<file path="src/rtl/ifetch_pc_ctrl_pkg.sv">
// rtl/ifetch_pc_ctrl_pkg.sv - shared types and defaults for the instruction-fetch PC sequencer
package ifetch_pc_ctrl_pkg;

  // Default instruction-address width and memory read latency
  localparam int PC_W_DEF   = 10;
  localparam int RD_LAT_DEF = 1;

  // Sequencer states
  typedef enum logic [1:0] {
    IDLE  = 2'd0,
    RUN   = 2'd1,
    DRAIN = 2'd2,
    TERM  = 2'd3
  } ifpc_state_t;

endpackage

</file>
<file path="src/rtl/ifetch_pc_ctrl_rd_pipe.sv">
// rtl/ifetch_pc_ctrl_rd_pipe.sv - RD_LAT-deep {valid, pc} shift register with squash
module ifetch_pc_ctrl_rd_pipe
  import ifetch_pc_ctrl_pkg::*;
#(
  parameter int PC_W   = PC_W_DEF,
  parameter int RD_LAT = RD_LAT_DEF
) (
  input  logic            clock,
  input  logic            reset,
  input  logic            issue,
  input  logic            squash,
  input  logic [PC_W-1:0] issue_pc,
  output logic            out_valid,
  output logic [PC_W-1:0] out_pc,
  output logic            pending
);

  typedef logic [PC_W-1:0] pc_t;

  typedef struct packed {
    logic v;
    pc_t  pc;
  } rd_pipe_t;

  rd_pipe_t stage [RD_LAT];

  // Shift each issued read towards the output; a squash kills every valid in flight
  always_ff @(posedge clock) begin
    if (reset) begin
      for (int i = 0; i < RD_LAT; i++) stage[i] <= '0;
    end else begin
      stage[0].v  <= issue & ~squash;
      stage[0].pc <= issue_pc;
      for (int i = 1; i < RD_LAT; i++) begin
        stage[i].v  <= stage[i-1].v & ~squash;
        stage[i].pc <= stage[i-1].pc;
      end
    end
  end

  // Reads still on their way, excluding the one presented this cycle
  always_comb begin
    pending = 1'b0;
    for (int i = 0; i < RD_LAT - 1; i++) pending = pending | stage[i].v;
  end

  // The read arriving in the squash cycle is itself in flight, so it is masked too
  assign out_valid = stage[RD_LAT-1].v & ~squash;
  assign out_pc    = stage[RD_LAT-1].pc;

endmodule

</file>
<file path="src/rtl/ifetch_pc_ctrl.sv">
// rtl/ifetch_pc_ctrl.sv - program-counter sequencer driving the instruction memory and IFetch stage
module ifetch_pc_ctrl
  import ifetch_pc_ctrl_pkg::*;
#(
  parameter int PC_W   = PC_W_DEF,
  parameter int RD_LAT = RD_LAT_DEF
) (
  input  logic            clock,
  input  logic            reset,
  input  logic            I_Start,
  input  logic [PC_W-1:0] I_Start_PC,
  input  logic [PC_W-1:0] I_End_PC,
  input  logic            I_Empty,
  input  logic            I_Stall,
  input  logic            I_Br_Taken,
  input  logic [PC_W-1:0] I_Br_Target,
  input  logic            I_Abort,
  output logic            O_Re_Instr,
  output logic [PC_W-1:0] O_Addr,
  output logic            O_Valid,
  output logic [PC_W-1:0] O_PC,
  output logic            O_Busy,
  output logic            O_Term
);

  typedef logic [PC_W-1:0] pc_t;

  ifpc_state_t state;
  pc_t         pc;
  pc_t         end_pc;
  logic        active;
  logic        squash;
  logic        rd_issue;
  logic        pending;

  // Abort and branch only matter while a program is being fetched
  assign active   = (state == RUN) || (state == DRAIN);
  assign squash   = active & (I_Abort | I_Br_Taken);
  assign rd_issue = (state == RUN) & ~I_Abort & ~I_Br_Taken & ~I_Stall;

  // Sequencer: reset > abort > branch > stall > increment
  always_ff @(posedge clock) begin
    if (reset) begin
      state  <= IDLE;
      pc     <= '0;
      end_pc <= '0;
    end else begin
      case (state)
        IDLE: begin
          if (I_Start) begin
            if (I_Empty) begin
              state <= TERM;
            end else begin
              pc     <= I_Start_PC;
              end_pc <= I_End_PC;
              state  <= RUN;
            end
          end
        end
        RUN: begin
          if (I_Abort) begin
            state <= TERM;
          end else if (I_Br_Taken) begin
            pc <= I_Br_Target;
          end else if (!I_Stall) begin
            pc <= pc + pc_t'(1);
            if (pc == end_pc) state <= DRAIN;
          end
        end
        DRAIN: begin
          if (I_Abort) begin
            state <= TERM;
          end else if (I_Br_Taken) begin
            pc    <= I_Br_Target;
            state <= RUN;
          end else if (!pending) begin
            state <= TERM;
          end
        end
        TERM: state <= IDLE;
        default: state <= IDLE;
      endcase
    end
  end

  ifetch_pc_ctrl_rd_pipe #(
    .PC_W   (PC_W),
    .RD_LAT (RD_LAT)
  ) u_rd_pipe (
    .clock     (clock),
    .reset     (reset),
    .issue     (rd_issue),
    .squash    (squash),
    .issue_pc  (pc),
    .out_valid (O_Valid),
    .out_pc    (O_PC),
    .pending   (pending)
  );

  assign O_Re_Instr = rd_issue;
  assign O_Addr     = pc;
  assign O_Busy     = (state != IDLE);
  assign O_Term     = (state == TERM);

endmodule

</file>
<file path="config.mk">
export PLATFORM = sky130hd
export DESIGN_NAME = ifetch_pc_ctrl
export DESIGN_NICKNAME = d
export VERILOG_FILES = /design/src/rtl/ifetch_pc_ctrl_pkg.sv /design/src/rtl/ifetch_pc_ctrl_rd_pipe.sv /design/src/rtl/ifetch_pc_ctrl.sv
export SDC_FILE = /design/constraint.sdc
export NUM_CORES = 1
export LEC_CHECK = 0
export CAP_MARGIN = 10
export CORE_ASPECT_RATIO = 0.5
export CORE_MARGIN = 8
export CORE_UTILIZATION = 46
export DETAILED_ROUTE_END_ITERATION = 16
export MAX_ROUTING_LAYER = met4
export PLACE_DENSITY = 0.8
export SETUP_SLACK_MARGIN = 0.2
export SYNTH_ARGS = -nofsm -noshare
export SYNTH_HDL_FRONTEND = slang
export SYNTH_SLANG_ARGS = --single-unit
</file>
<file path="constraint.sdc">
create_clock -name clock -period 2 [get_ports clock]
set_input_delay 0.2 -clock clock [delete_from_list [all_inputs] [get_ports clock]]
set_output_delay 0.2 -clock clock [all_outputs]
set_load 0.02 [all_outputs]
</file>
==> results_dict.tcl <==
set metrics [dict create \
    yosysMostFrequentCell "dfxtp_1" \
    syn_nets 269 \
    grt.total_usage_pct 17.5 \
    vias_per_cell 5.47 \
    cp.buffers_inverters 1 \
    yosys_warnings 0 \
    cts_hold_buf 0 \
    rsz0062_at_grt "true" \
    hold_path.class "in2reg" \
    p_sw_share_pct 40.3 \
    min_from "I_Start_PC[1]" \
    pwr_density_cell_nw_per_um2 1160 \
    hpwl_um 4070 \
    die_w_um 107 \
    numCtsBuffers 5 \
    hold_path_depth 3 \
    p_total_uw 3080 \
    synth-simple-area-share_pct 18.0 \
    cts_setup_buffers 0 \
    synthAdderAreaFrac_pct 4.63 \
    wl_per_cell_um 15.9 \
    grt_pass1_vias 1841 \
    regToRegSetupSlack_ns 0.29 \
    ys_async_sr_fraction_pct 0 \
    post-route-drc-count 0 \
    cts_resized 7 \
    crit_family "buffers and inverters" \
    fill_cells 320 \
    h-tree-depth 2 \
    drive_above_1_share_pct 15.2 \
    setup_viol 0 \
    p_clk_share_pct 18.1 \
    ios 61 \
    p_int_uw 1840 \
    wl_um 5350 \
    syn_to_final_growth_pct 40.5 \
    cp_slowest_cell "clkdlybuf4s50_1" \
    final-max-slew-violation-count 0 \
    synth_edf_count 0 \
    worst_r2r_path_depth 7 \
    syn_avg_cell_area_um2 8.41 \
    cts_root_buffer "clkbuf_8" \
    finalCriticalPeriod_ns 1.74 \
    die-area_um2 6550 \
    seq_power_share_pct 32.1 \
    antenna_left 0 \
    rows 16 \
    diodes 0 \
    clock_tree.buffer_depth 2 \
    cts.sinks 33 \
    grt_pass1_wl_um 8800 \
    synth_top_family_by_area "compound AO/OA/AOI/OAI gates" \
    synthesis.area_um2 1890 \
    netlist.area_leader.share_pct 34.9 \
    grt_max_degree 18 \
    ys.flop_type "dfxtp_1" \
    drt-pass1-iter-count 6 \
    cts_tree "built" \
    setup_ws_ns 0.264 \
    max_stage_delay_ns 0.69 \
    post-place-cells 329 \
    floorplan.initialDensity_pct 48.2 \
    grt-ovfl-total 0 \
    cp_max_fo 8 \
    place_worst_setup_slack_ns 0.116 \
    antenna_found_initial 0 \
    synth_compound_area_share_pct 18.9 \
    seqCellArea_um2 667 \
    ys_seq_area_share_pct 34.9 \
    finalCritPeriodShare_pct 86.8 \
    layout.nets 326 \
    synthTopCellsByArea "dfxtp_1 35%, xor2_1 6.5%, mux2i_1 5.8%" \
    crit_chain "clkdlybuf4s50_1" \
    tightest_slew_ns 0.394 \
    stdcell_count 337 \
    crit_arrival_ns 1.54 \
    vias 1842 \
    hold_viol_final 0 \
    vdd_drop_max_v 0.000711 \
    dr.first_iter.drc_count 151 \
    path_clk_slew_ns 0.07 \
    timing.rr.start "state[1]$_SDFFE_PP0P_" \
    run_status "completed" \
    synth_top_area_cell "dfxtp_1" \
    required_ns 1.80 \
    min_to "O_Addr[1]$_SDFFE_PP0P_" \
    fp.dieH_um 61.4 \
    synth_commonest_cells "33 x dfxtp_1, 20 x nor2_1, 15 x nand2_1" \
    port_buffers 60 \
    finClkSkew_ns 0.00744 \
    core-area_um2 3920 \
    max_freq_ghz 0.576 \
    yosysUniqueCellTypes 48 \
    setup.worst_path.end_class "output port" \
    timing.setup.tns_ns 0 \
    post-route-util_pct 67.8 \
    power.switching_uw 1240 \
    yosys_register_bits 33 \
    slew_headroom_pct 73.7 \
    synth_mux_area_share_pct 7.01 \
    clk-insertion-delay-late_ns 0.29 \
    drv_cap 0 \
    comb_power_share_pct 49.7 \
    path_class "reg2out" \
    synthCells 225 \
    worst_setup_path_start_kind "flop" \
    synth_xor_area_share_pct 7.40 \
    multi_input_area_um2 1100 \
    reg2reg_to "O_Addr[9]$_SDFFE_PP0P_" \
    leakage_uw 0.00114 \
    globalplace.congestion 0.888 \
]
-- metrics by stage --
| step | hold slack [ns] | area, um^2 |
|---|---|---|
| floorplan | 0.278 | 1890 |
| global placement | 0.488 | 2530 |
| detailed placement | 0.481 | 2530 |
| finish | 0.508 | 2660 |
| CTS | 0.499 | 2640 |
| global route | 0.516 | 2660 |
-- layout by cell type (no fill, tap or decap), types with 6 or more instances in the layout --
cell / n
clkdlybuf4s50_1: 57
dfxtp_1: 28
nor2_1: 20
nand2_1: 15
o21ai_0: 14
xor2_1: 14
buf_4: 14
mux2i_1: 11
nor2b_1: 9
inv_1: 8
nand3_1: 8
nor3_1: 7
clkbuf_8: 7
a21oi_1: 6
-- power by group through the flow --
stage	Clock [uW]	Combinational [uW]	Sequential [uW]
after floorplan	0	956	978
after global placement	0	1430	984
after detailed placement	0	1470	992
after CTS	574	1480	982
after global routing	597	1680	1010
final	559	1530	991
-- worst max-delay path by stage --
stage	start	end	slack, ns	cells past startpoint
6_report	O_Addr[5]$_SDFFE_PP0P_	O_Addr[5]	0.26	1
5_1_grt	state[0]$_SDFFE_PP0P_	O_Addr[5]$_SDFFE_PP0P_	0.19	7
4_1_cts	state[0]$_SDFFE_PP0P_	O_Valid	0.13	5
3_5_place_dp	state[0]$_SDFFE_PP0P_	O_Valid	0.12	5
3_3_place_gp	state[0]$_SDFFE_PP0P_	O_Valid	0.18	5
2_1_floorplan	state[1]$_SDFFE_PP0P_	O_Re_Instr	0.26	5
-- cell type report --
class	count	area share, %
multi-input combinational	159	41.2
timing repair buffer	74	26.1
sequential	33	25.1
clock buffer	7	3.62
tap	54	2.54
inverter	9	1.27
clock inverter	1	0.188
-- state kept, by name, summed over array words and instances, names as in the netlist --
| name | count |
|---|---|
| end_pc | 10 |
| O_Addr | 10 |
| u_rd_pipe.stage | 11 |
| state | 2 |
-- metal layers --
layer	wire (um)	part of all wire, %	global-route usage (%)	up-vias
met5	0	0	-	-
met4	82	1.5	8.71	0
met3	473	8.8	4.28	10
met2	2580	48	28.7	79
met1	2210	41	20.1	869
li1	-	-	-	884
-- logic make-up after synthesis --
logic type	after synthesis
simple gates	70
flops	33
compound gates	53
mux	13
buf+inv	33
xor+xnor	16
fa+ha+maj	7
Power figures use the tool's default switching activity.
